===== config.mk =====
export PLATFORM = sky130hd
export DESIGN_NAME = csr_axil_slave
export DESIGN_NICKNAME = d
export VERILOG_FILES = /design/src/rtl/csr_axil_slave.sv
export SDC_FILE = /design/constraint.sdc
export NUM_CORES = 2
export LEC_CHECK = 0
export CORE_AREA = 2 2 441 443
export CTS_CLUSTER_SIZE = 28
export DETAILED_ROUTE_END_ITERATION = 10
export DIE_AREA = 0 0 443 445
export GPL_ROUTABILITY_DRIVEN = 0
export GPL_TIMING_DRIVEN = 0
export PLACE_DENSITY = 0.49
export SLEW_MARGIN = 20
export SYNTH_ARGS = -nofsm -noshare
export SYNTH_HDL_FRONTEND = slang
export SYNTH_SLANG_ARGS = --single-unit

===== constraint.sdc =====
create_clock -name clk -period 52.8 [get_ports clk]
set_input_delay 15.84 -clock clk [delete_from_list [all_inputs] [get_ports clk]]
set_output_delay 15.84 -clock clk [all_outputs]
set_load 0.005 [all_outputs]

===== src/rtl/csr_axil_slave.sv =====
// csr_axil_slave
// AXI4-Lite responder for the accelerator control/status register file.
//
// Register map (word index = byte address[LOG2_CSR_REG_NUM+1:2]):
//   0 CTRL   : writing 1 to bit0 fires start_pulse; nothing is stored, reads 0
//   1 STATUS : bit0 = sticky done flag, set by done_in, write-1-to-clear
//   2..N-1   : plain read/write registers with per-byte WSTRB
//
// Ports:
//   clk, rst          clock, asynchronous active-high reset
//   S_AXI_AW*/W*/B*   AXI4-Lite write address / data / response channels
//   S_AXI_AR*/R*      AXI4-Lite read address / data channels
//   csr_flat          all registers, register i on bits [32i+:32]
//   start_pulse       one-cycle launch strobe from a CTRL bit0 write
//   done_in           datapath completion strobe feeding STATUS bit0
module csr_axil_slave #(
  parameter int CSR_REG_NUM      = 32,
  parameter int LOG2_CSR_REG_NUM = 5
) (
  input  logic                          clk,
  input  logic                          rst,
  input  logic                          S_AXI_AWVALID,
  output logic                          S_AXI_AWREADY,
  input  logic [LOG2_CSR_REG_NUM+1:0]   S_AXI_AWADDR,
  input  logic [2:0]                    S_AXI_AWPROT,
  input  logic [31:0]                   S_AXI_WDATA,
  input  logic [3:0]                    S_AXI_WSTRB,
  input  logic                          S_AXI_WVALID,
  output logic                          S_AXI_WREADY,
  output logic [1:0]                    S_AXI_BRESP,
  output logic                          S_AXI_BVALID,
  input  logic                          S_AXI_BREADY,
  input  logic                          S_AXI_ARVALID,
  output logic                          S_AXI_ARREADY,
  input  logic [LOG2_CSR_REG_NUM+1:0]   S_AXI_ARADDR,
  input  logic [2:0]                    S_AXI_ARPROT,
  output logic [31:0]                   S_AXI_RDATA,
  output logic [1:0]                    S_AXI_RRESP,
  output logic                          S_AXI_RVALID,
  input  logic                          S_AXI_RREADY,
  output logic [32*CSR_REG_NUM-1:0]     csr_flat,
  output logic                          start_pulse,
  input  logic                          done_in
);
  localparam int IDXW = LOG2_CSR_REG_NUM;

  typedef enum logic {W_IDLE, W_RESP} w_state_e;
  typedef enum logic {R_IDLE, R_DATA} r_state_e;

  // Protection bits and byte-lane address bits carry no meaning here.
  logic unused_ok;
  assign unused_ok = ^{S_AXI_AWPROT, S_AXI_ARPROT, S_AXI_AWADDR[1:0], S_AXI_ARADDR[1:0]};

  // ---------------- write path ----------------
  w_state_e        w_state_q, w_state_d;
  logic            aw_done_q, aw_done_d, w_done_q, w_done_d;
  logic [IDXW-1:0] aw_idx_q, aw_idx_d;
  logic [31:0]     wdata_q, wdata_d;
  logic [3:0]      wstrb_q, wstrb_d;
  logic            awready_q, awready_d, wready_q, wready_d, bvalid_q, bvalid_d;
  logic            wr_commit;
  logic            bit0_set;
  logic            done_q, start_pulse_q;

  always_comb begin
    w_state_d = w_state_q;
    aw_done_d = aw_done_q;
    w_done_d  = w_done_q;
    aw_idx_d  = aw_idx_q;
    wdata_d   = wdata_q;
    wstrb_d   = wstrb_q;
    bvalid_d  = bvalid_q;
    wr_commit = 1'b0;
    case (w_state_q)
      W_IDLE: begin
        if (aw_done_q && w_done_q) begin
          // Both halves held: commit now, respond from the same edge.
          wr_commit = 1'b1;
          bvalid_d  = 1'b1;
          aw_done_d = 1'b0;
          w_done_d  = 1'b0;
          w_state_d = W_RESP;
        end else begin
          if (S_AXI_AWVALID && awready_q) begin
            aw_done_d = 1'b1;
            aw_idx_d  = S_AXI_AWADDR[IDXW+1:2];
          end
          if (S_AXI_WVALID && wready_q) begin
            w_done_d = 1'b1;
            wdata_d  = S_AXI_WDATA;
            wstrb_d  = S_AXI_WSTRB;
          end
        end
      end
      W_RESP: begin
        if (S_AXI_BREADY) begin
          bvalid_d  = 1'b0;
          w_state_d = W_IDLE;
        end
      end
      default: w_state_d = W_IDLE;
    endcase
    // Each READY is open only while idle and that channel is still empty.
    awready_d = (w_state_d == W_IDLE) && !aw_done_d;
    wready_d  = (w_state_d == W_IDLE) && !w_done_d;
  end

  always_ff @(posedge clk or posedge rst) begin
    if (rst) begin
      w_state_q <= W_IDLE;
      aw_done_q <= 1'b0;
      w_done_q  <= 1'b0;
      aw_idx_q  <= '0;
      wdata_q   <= '0;
      wstrb_q   <= '0;
      awready_q <= 1'b0;
      wready_q  <= 1'b0;
      bvalid_q  <= 1'b0;
    end else begin
      w_state_q <= w_state_d;
      aw_done_q <= aw_done_d;
      w_done_q  <= w_done_d;
      aw_idx_q  <= aw_idx_d;
      wdata_q   <= wdata_d;
      wstrb_q   <= wstrb_d;
      awready_q <= awready_d;
      wready_q  <= wready_d;
      bvalid_q  <= bvalid_d;
    end
  end

  // A 1 written into bit0 (lane 0 enabled) drives both CTRL start and STATUS W1C.
  assign bit0_set = wr_commit && wstrb_q[0] && wdata_q[0];

  always_ff @(posedge clk or posedge rst) begin
    if (rst) begin
      done_q        <= 1'b0;
      start_pulse_q <= 1'b0;
    end else begin
      // done_in outranks a coincident clear so a completion is never lost.
      done_q        <= done_in | (done_q & ~(bit0_set && aw_idx_q == IDXW'(1)));
      start_pulse_q <= bit0_set && aw_idx_q == IDXW'(0);
    end
  end

  // ---------------- register file ----------------
  logic [31:0] csr_view [CSR_REG_NUM];

  for (genvar gi = 0; gi < CSR_REG_NUM; gi++) begin : g_reg
    if (gi == 0) begin : g_ctrl
      assign csr_view[gi] = '0;
    end else if (gi == 1) begin : g_status
      assign csr_view[gi] = {31'b0, done_q};
    end else begin : g_rw
      logic [31:0] reg_q;
      always_ff @(posedge clk or posedge rst) begin
        if (rst) begin
          reg_q <= '0;
        end else if (wr_commit && aw_idx_q == IDXW'(gi)) begin
          for (int b = 0; b < 4; b++) begin
            if (wstrb_q[b]) reg_q[8*b +: 8] <= wdata_q[8*b +: 8];
          end
        end
      end
      assign csr_view[gi] = reg_q;
    end
    assign csr_flat[32*gi +: 32] = csr_view[gi];
  end

  // ---------------- read path ----------------
  r_state_e    r_state_q, r_state_d;
  logic        arready_q, arready_d, rvalid_q, rvalid_d;
  logic [31:0] rdata_q, rdata_d;

  always_comb begin
    r_state_d = r_state_q;
    rvalid_d  = rvalid_q;
    rdata_d   = rdata_q;
    case (r_state_q)
      R_IDLE: begin
        if (S_AXI_ARVALID && arready_q) begin
          // Samples the pre-commit value when a write lands on the same edge.
          rdata_d   = csr_view[S_AXI_ARADDR[IDXW+1:2]];
          rvalid_d  = 1'b1;
          r_state_d = R_DATA;
        end
      end
      R_DATA: begin
        if (S_AXI_RREADY) begin
          rvalid_d  = 1'b0;
          r_state_d = R_IDLE;
        end
      end
      default: r_state_d = R_IDLE;
    endcase
    arready_d = (r_state_d == R_IDLE);
  end

  always_ff @(posedge clk or posedge rst) begin
    if (rst) begin
      r_state_q <= R_IDLE;
      arready_q <= 1'b0;
      rvalid_q  <= 1'b0;
      rdata_q   <= '0;
    end else begin
      r_state_q <= r_state_d;
      arready_q <= arready_d;
      rvalid_q  <= rvalid_d;
      rdata_q   <= rdata_d;
    end
  end

  assign S_AXI_AWREADY = awready_q;
  assign S_AXI_WREADY  = wready_q;
  assign S_AXI_BVALID  = bvalid_q;
  assign S_AXI_BRESP   = 2'b00;
  assign S_AXI_ARREADY = arready_q;
  assign S_AXI_RVALID  = rvalid_q;
  assign S_AXI_RDATA   = rdata_q;
  assign S_AXI_RRESP   = 2'b00;
  assign start_pulse   = start_pulse_q;

endmodule


---- Word-level counts from Yosys, hierarchy flattened ----
Index checks and enable logic that the tools add are counted.
word-level totals
  register bits after elaboration ......... 1,044
  bits in latches ......................... 0
  memory bits (writable) .................. 0
  memory bits (read-only) ................. 0
  bits of input ports ..................... 64
  output and inout bits ................... 1,066
  word-level logic and storage cells ...... 370
  memories ................................ 0
operators by class
  add/sub/neg operators ................... 0
  $mul .................................... 0
  divide/modulo/power cells ............... 0
  magnitude comparators ................... 1
  eq/ne operators ......................... 35
  shifts and indexed selects .............. 0
  mux-type cells .......................... 22
  bitwise gates (word level) .............. 9
  reductions and logical operators ........ 168
operators by type and width
  kind                                            count
  AND reduction 2 bit                             123
  binary-select mux 32 bit (select 5 bit)         1
  == test 5 bit (second input constant)           16
  two-way mux 32 bit                              2
  == test 5 x 4 -> 1 bit (second input constant)  8
  logical AND 1 bit                               40
  == test 5 x 3 -> 1 bit (second input constant)  4
  two-way mux 1 bit                               15
  == test 5 x 2 -> 1 bit (second input constant)  2
  inequality test 2 bit (second input constant)   4
  case mux 1 bit (2 select lines)                 4
  >= comparator 6 bit (second input constant)     1
  NOT 1 bit                                       6
  NOT 5 -> 6 bit                                  1
  AND reduction 3 bit                             2
  == test 5 x 1 -> 1 bit (second input constant)  1
  zero test 5 bit                                 1
  zero test 1 bit                                 2
  bitwise AND 1 bit                               1
  bitwise OR 1 bit                                1

---- Depth between registers and ports, before layout ----
  depth after elaboration ................. 9
  gate-level depth with buffers ........... 9
  mapped depth without buffers ............ 5

---- Worst setup path before layout ----
Ideal clock, no wire load.
  kind .................................... input -> register
  start ................................... in S_AXI_ARADDR[2]
  end ..................................... reg rdata_q[5] (netlist: S_AXI_RDATA[5])
  library setup time ...................... 0.141 ns
  arrival time ............................ 17.354 ns
  required time ........................... 52.659 ns
  path slack .............................. 35.305 ns
  stages on the path ...................... 7
  cell sequence ........................... buf_2 buf_4 buf_2 mux4_2 a211o_1 nand3_1 a31oi_1
between the ends
  longest elaborated chain between the ends .. 4
ends and longest elaborated chain
  element                                                RTL line  RTL
  start: declaration                                     35        input logic [LOG2_CSR_REG_NUM+1:0] S_AXI_ARADDR,
  NOT 5 -> 6 bit (implied by the code)                   183       rdata_d = csr_view[S_AXI_ARADDR[IDXW+1:2]];
  binary-select mux 32 bit (select 5 bit)                183
  two-way mux 32 bit (implied by the code) (2 in a row)  183
  end signal: assignment                                 209       rdata_q <= rdata_d;
  end: declaration                                       173       logic [31:0] rdata_q, rdata_d;
No other way between the ends. The select of a mux whose other input is x is not followed.
A chain may end at the register's enable or synchronous reset.

---- Worst setup path in the final report ----
  start ................................... in S_AXI_ARADDR[2]
  end ..................................... reg rdata_q[19] (netlist: S_AXI_RDATA[19])
The elaborated chain is that of the path after synthesis.

==> out/results.tsv <==
stage	metric	value	unit
status	status	finished clean	
clock_tree	Worst-path clk slew	0.06	ns
critical_path	CP max-delay cell	buf_2	
clock_tree	CTS H-tree lvls	4	
power_and_ir_drop	peak supply drop	26.0	uV
cells_and_area	ratio of cells with drive above 1 in the final layout	0.360	
yosys	cell types occupying the most area after synthesis	dfrtp_1 (55%), mux2_2 (23%), mux4_2 (7.6%), mux2i_1 (3.9%), o22ai_1 (1.3%)	
clock_tree	clk sinks	1044	
cells_and_area	commonest non-fill, non-tap cell in the layout	clkdlybuf4s50_1	
yosys	Netlist Area Pre-Place	47800	um2
critical_path	worst setup path category	input port to flip-flop	
cells_and_area	final core utilization	0.346	
sta	Hold WS	0.473	ns
routing	antenna-violating nets left	0	
clock_tree	Clock Path Buffers	3	
min_path	Hold Startpoint	r_state_q	
yosys	EDFF count, synth	0	
global_route	largest net degree at the start of global routing	100	
routing	drt wl/cell	37.2	um
yosys	cell taking the most area after synthesis	dfrtp_1	
critical_path	CP Capture Type	flip-flop	
cells_and_area	synth-to-layout area growth	39.2	%
critical_path	CP required	53.41	ns
clock_tree	Clock Latency Late Sink	0.80	ns
routing	Residual DRC	0	
yosys	Async SR Flop Fraction	1.00	
min_path	Hold Path Class	flip-flop to flip-flop	
sta	slew margin rel.	0.223	
routing	Routed WL	266	mm
sta	Fin. Hold Viols	0	
critical_path	Worst EP arrival	19.28	ns
clock_tree	PostCTS Resize Cnt	0	
clock_tree	TritonCTS Buffers	132	
power_and_ir_drop	Leak Pwr	29.8	nW
yosys	FF+latch count, synth	1044	
critical_path	R2R Path End	g_reg[14].g_rw.reg_q[20]	
sta	RSZ-0062 raised after global routing	false	
sta	final setup vio count	0	
floorplanning	Initial Utilization	0.249	
clock_tree	postcts setup bufs	0	
sta	Least-Margin Pin Slew	1.16	ns
cells_and_area	area of the multi-input gates	20300	um2
global_route	gr ovfl total	0	
yosys	Seq/Total Area, Yosys	0.547	
critical_path	register-to-register setup slack	49.37	ns
global_route	initial antenna violation count	31	
critical_path	crit-path most repeated cell	buf_2	
cells_and_area	Reg area	26100	um2
sta	achievable frequency	53.5	MHz
routing	first drt pass iteration count	5	
routing	via count	35300	
routing	First DRT Iteration DRCs	2434	
min_path	Worst Hold End	S_AXI_RVALID	
floorplanning	Die X-Extent	443	um
clock_tree	hold_buf cts	0	
clock_tree	CTS tree	done	
sta	clock skew	0.0294	ns
yosys	Avg Cell Area, Syn	14.7	um2
yosys	Distinct cells, synth	46	
floorplanning	die height	445	um
yosys	Mapped Cells	3248	
flow_run	Max Cap Viol	0	
floorplanning	Rows	161	
floorplanning	die area	197000	um2
yosys	Yosys top cell area share	0.547	
critical_path	CP max stage delay	0.70	ns
min_path	Hold Path Depth	1	
cells_and_area	Fill cells	19200	
global_route	total track usage	0.262	
critical_path	CP Depth	9	
yosys	YS warnings	0	
clock_tree	Clk Tree Root Cell	clkbuf_16	
critical_path	CP Cell Sequence	buf_2 -> buf_4 -> buf_2 -> buf_2 -> mux4_2 -> mux2i_1 -> nand2_1 -> nand3_1 -> a31oi_1	
global_route	vias in the first global route	35700	
floorplanning	io pins	1130	
routing	vias per inst	4.94	
sta	fin crit share	0.354	
power_and_ir_drop	pwr dens	56.9	nW/um2
critical_path	reg2reg path depth	6	
critical_path	CP Max Fanout	10	
placed_design	Cells after DPL	6905	
cells_and_area	non-filler instance count after layout	7144	
placed_design	number of port buffers	1048	
floorplanning	Core Footprint	192000	um2
sta	Slew Limit Fails	0	
global_route	global-route wire length before repair	348	mm
critical_path	CP delay by family, top	buffers and inverters	
critical_path	r2r startpoint	aw_done_q	
critical_path	CP bufs+invs	4	
yosys	Main synth FF type	dfrtp_1	
sta	minimum clock period	18.68	ns
critical_path	CP Launch Type	input port	
placed_design	hpwl dp	205	mm
cells_and_area	Final nets	4577	
cells_and_area	most frequent cells in the layout	clkdlybuf4s50_1 (1048), dfrtp_1 (1044), mux2_2 (970)	
## layout make-up
class,count,share of cell area
Inverter,4,0.000339
Antenna cell,11,0.000414
Sequential cell,1044,0.393
Timing Repair Buffer,1065,0.164
Multi-Input combinational cell,1957,0.306
Clock inverter,34,0.00696
Buffer,309,0.0238
Tap cell,2526,0.0475
Clock buffer,194,0.0579
## cells in the mapped netlist (13+ instances only)
| master | number |
|---|---|
| a211o_1 | 31 |
| dfrtp_1 | 1044 |
| a31oi_1 | 31 |
| buf_4 | 76 |
| nor2_1 | 75 |
| nand3_1 | 45 |
| nor2_2 | 91 |
| nor3_1 | 35 |
| buf_1 | 13 |
| o22ai_1 | 96 |
| or3_1 | 31 |
| clkbuf_1 | 154 |
| buf_2 | 62 |
| mux2_4 | 32 |
| mux4_2 | 162 |
| mux2_2 | 970 |
| nand2_1 | 51 |
| mux2i_1 | 186 |
## sequential cells by signal, indices dropped and copies added (netlist names)
name           flops
S_AXI_BVALID       1
S_AXI_AWREADY      1
aw_done_q          1
done_q             1
start_pulse        1
w_state_q          1
wstrb_q            4
w_done_q           1
r_state_q          1
S_AXI_ARREADY      1
S_AXI_RVALID       1
g.g_rw.reg_q     960
aw_idx_q           5
S_AXI_WREADY       1
wdata_q           32
S_AXI_RDATA       32
## routing by layer
| metal | GRT usage | share of wire | up-vias |
|---|---|---|---|
| met1 | 0.306 | 0.39 | 19100 |
| met5 | 0 | 0.00013 | - |
| met2 | 0.463 | 0.51 | 1398 |
| met3 | 0.0612 | 0.061 | 340 |
| met4 | 0.104 | 0.043 | 4 |
| li1 | - | - | 14400 |
## where the power goes
group | internal (mW) | switching [mW]
clock | 0.533 | 0.386
sequential | 1.08 | 0.278
combinational | 0.787 | 0.716
total | 2.40 | 1.38
## worst max path at each step
stage,from,endpoint,slack (ns)
after global routing,S_AXI_ARADDR[2],S_AXI_RDATA[19],34.05
after CTS,S_AXI_ARADDR[2],S_AXI_RDATA[19],34.12
final,S_AXI_ARADDR[2],S_AXI_RDATA[19],34.12
after global placement,rst,g_reg[22].g_rw.reg_q[14],-7.67
after floorplan,rst,S_AXI_ARREADY,7.58
after detailed placement,S_AXI_ARADDR[2],S_AXI_RDATA[19],33.25
## metrics by stage
stage	setup TNS, ns	cell area, um2	setup slack, ns	power (mW)
floorplan	0	48000	7.58	1.83
global placement	-7723.34	61700	-7.67	2.86
detailed placement	0	62100	33.25	2.88
CTS	0	66500	34.12	3.82
global route	0	66500	34.05	3.93
finish	0	66500	34.12	3.78
## cell families (layout without fill, tap and decap cells)
| kind of cell | count (synthesis) | count (layout) | synth area share |
|---|---|---|---|
| AOI/OAI and AO/OA | 168 | 168 | 0.0237 |
| buffers and inverters | 313 | 1606 | 0.0328 |
| DFF | 1044 | 1044 | 0.547 |
| muxes | 1350 | 1350 | 0.354 |
| other | 1 | 78 | 0.0000785 |
| and+or+nand+nor | 372 | 372 | 0.0425 |
Note: power is estimated with default switching activity, not from simulation.
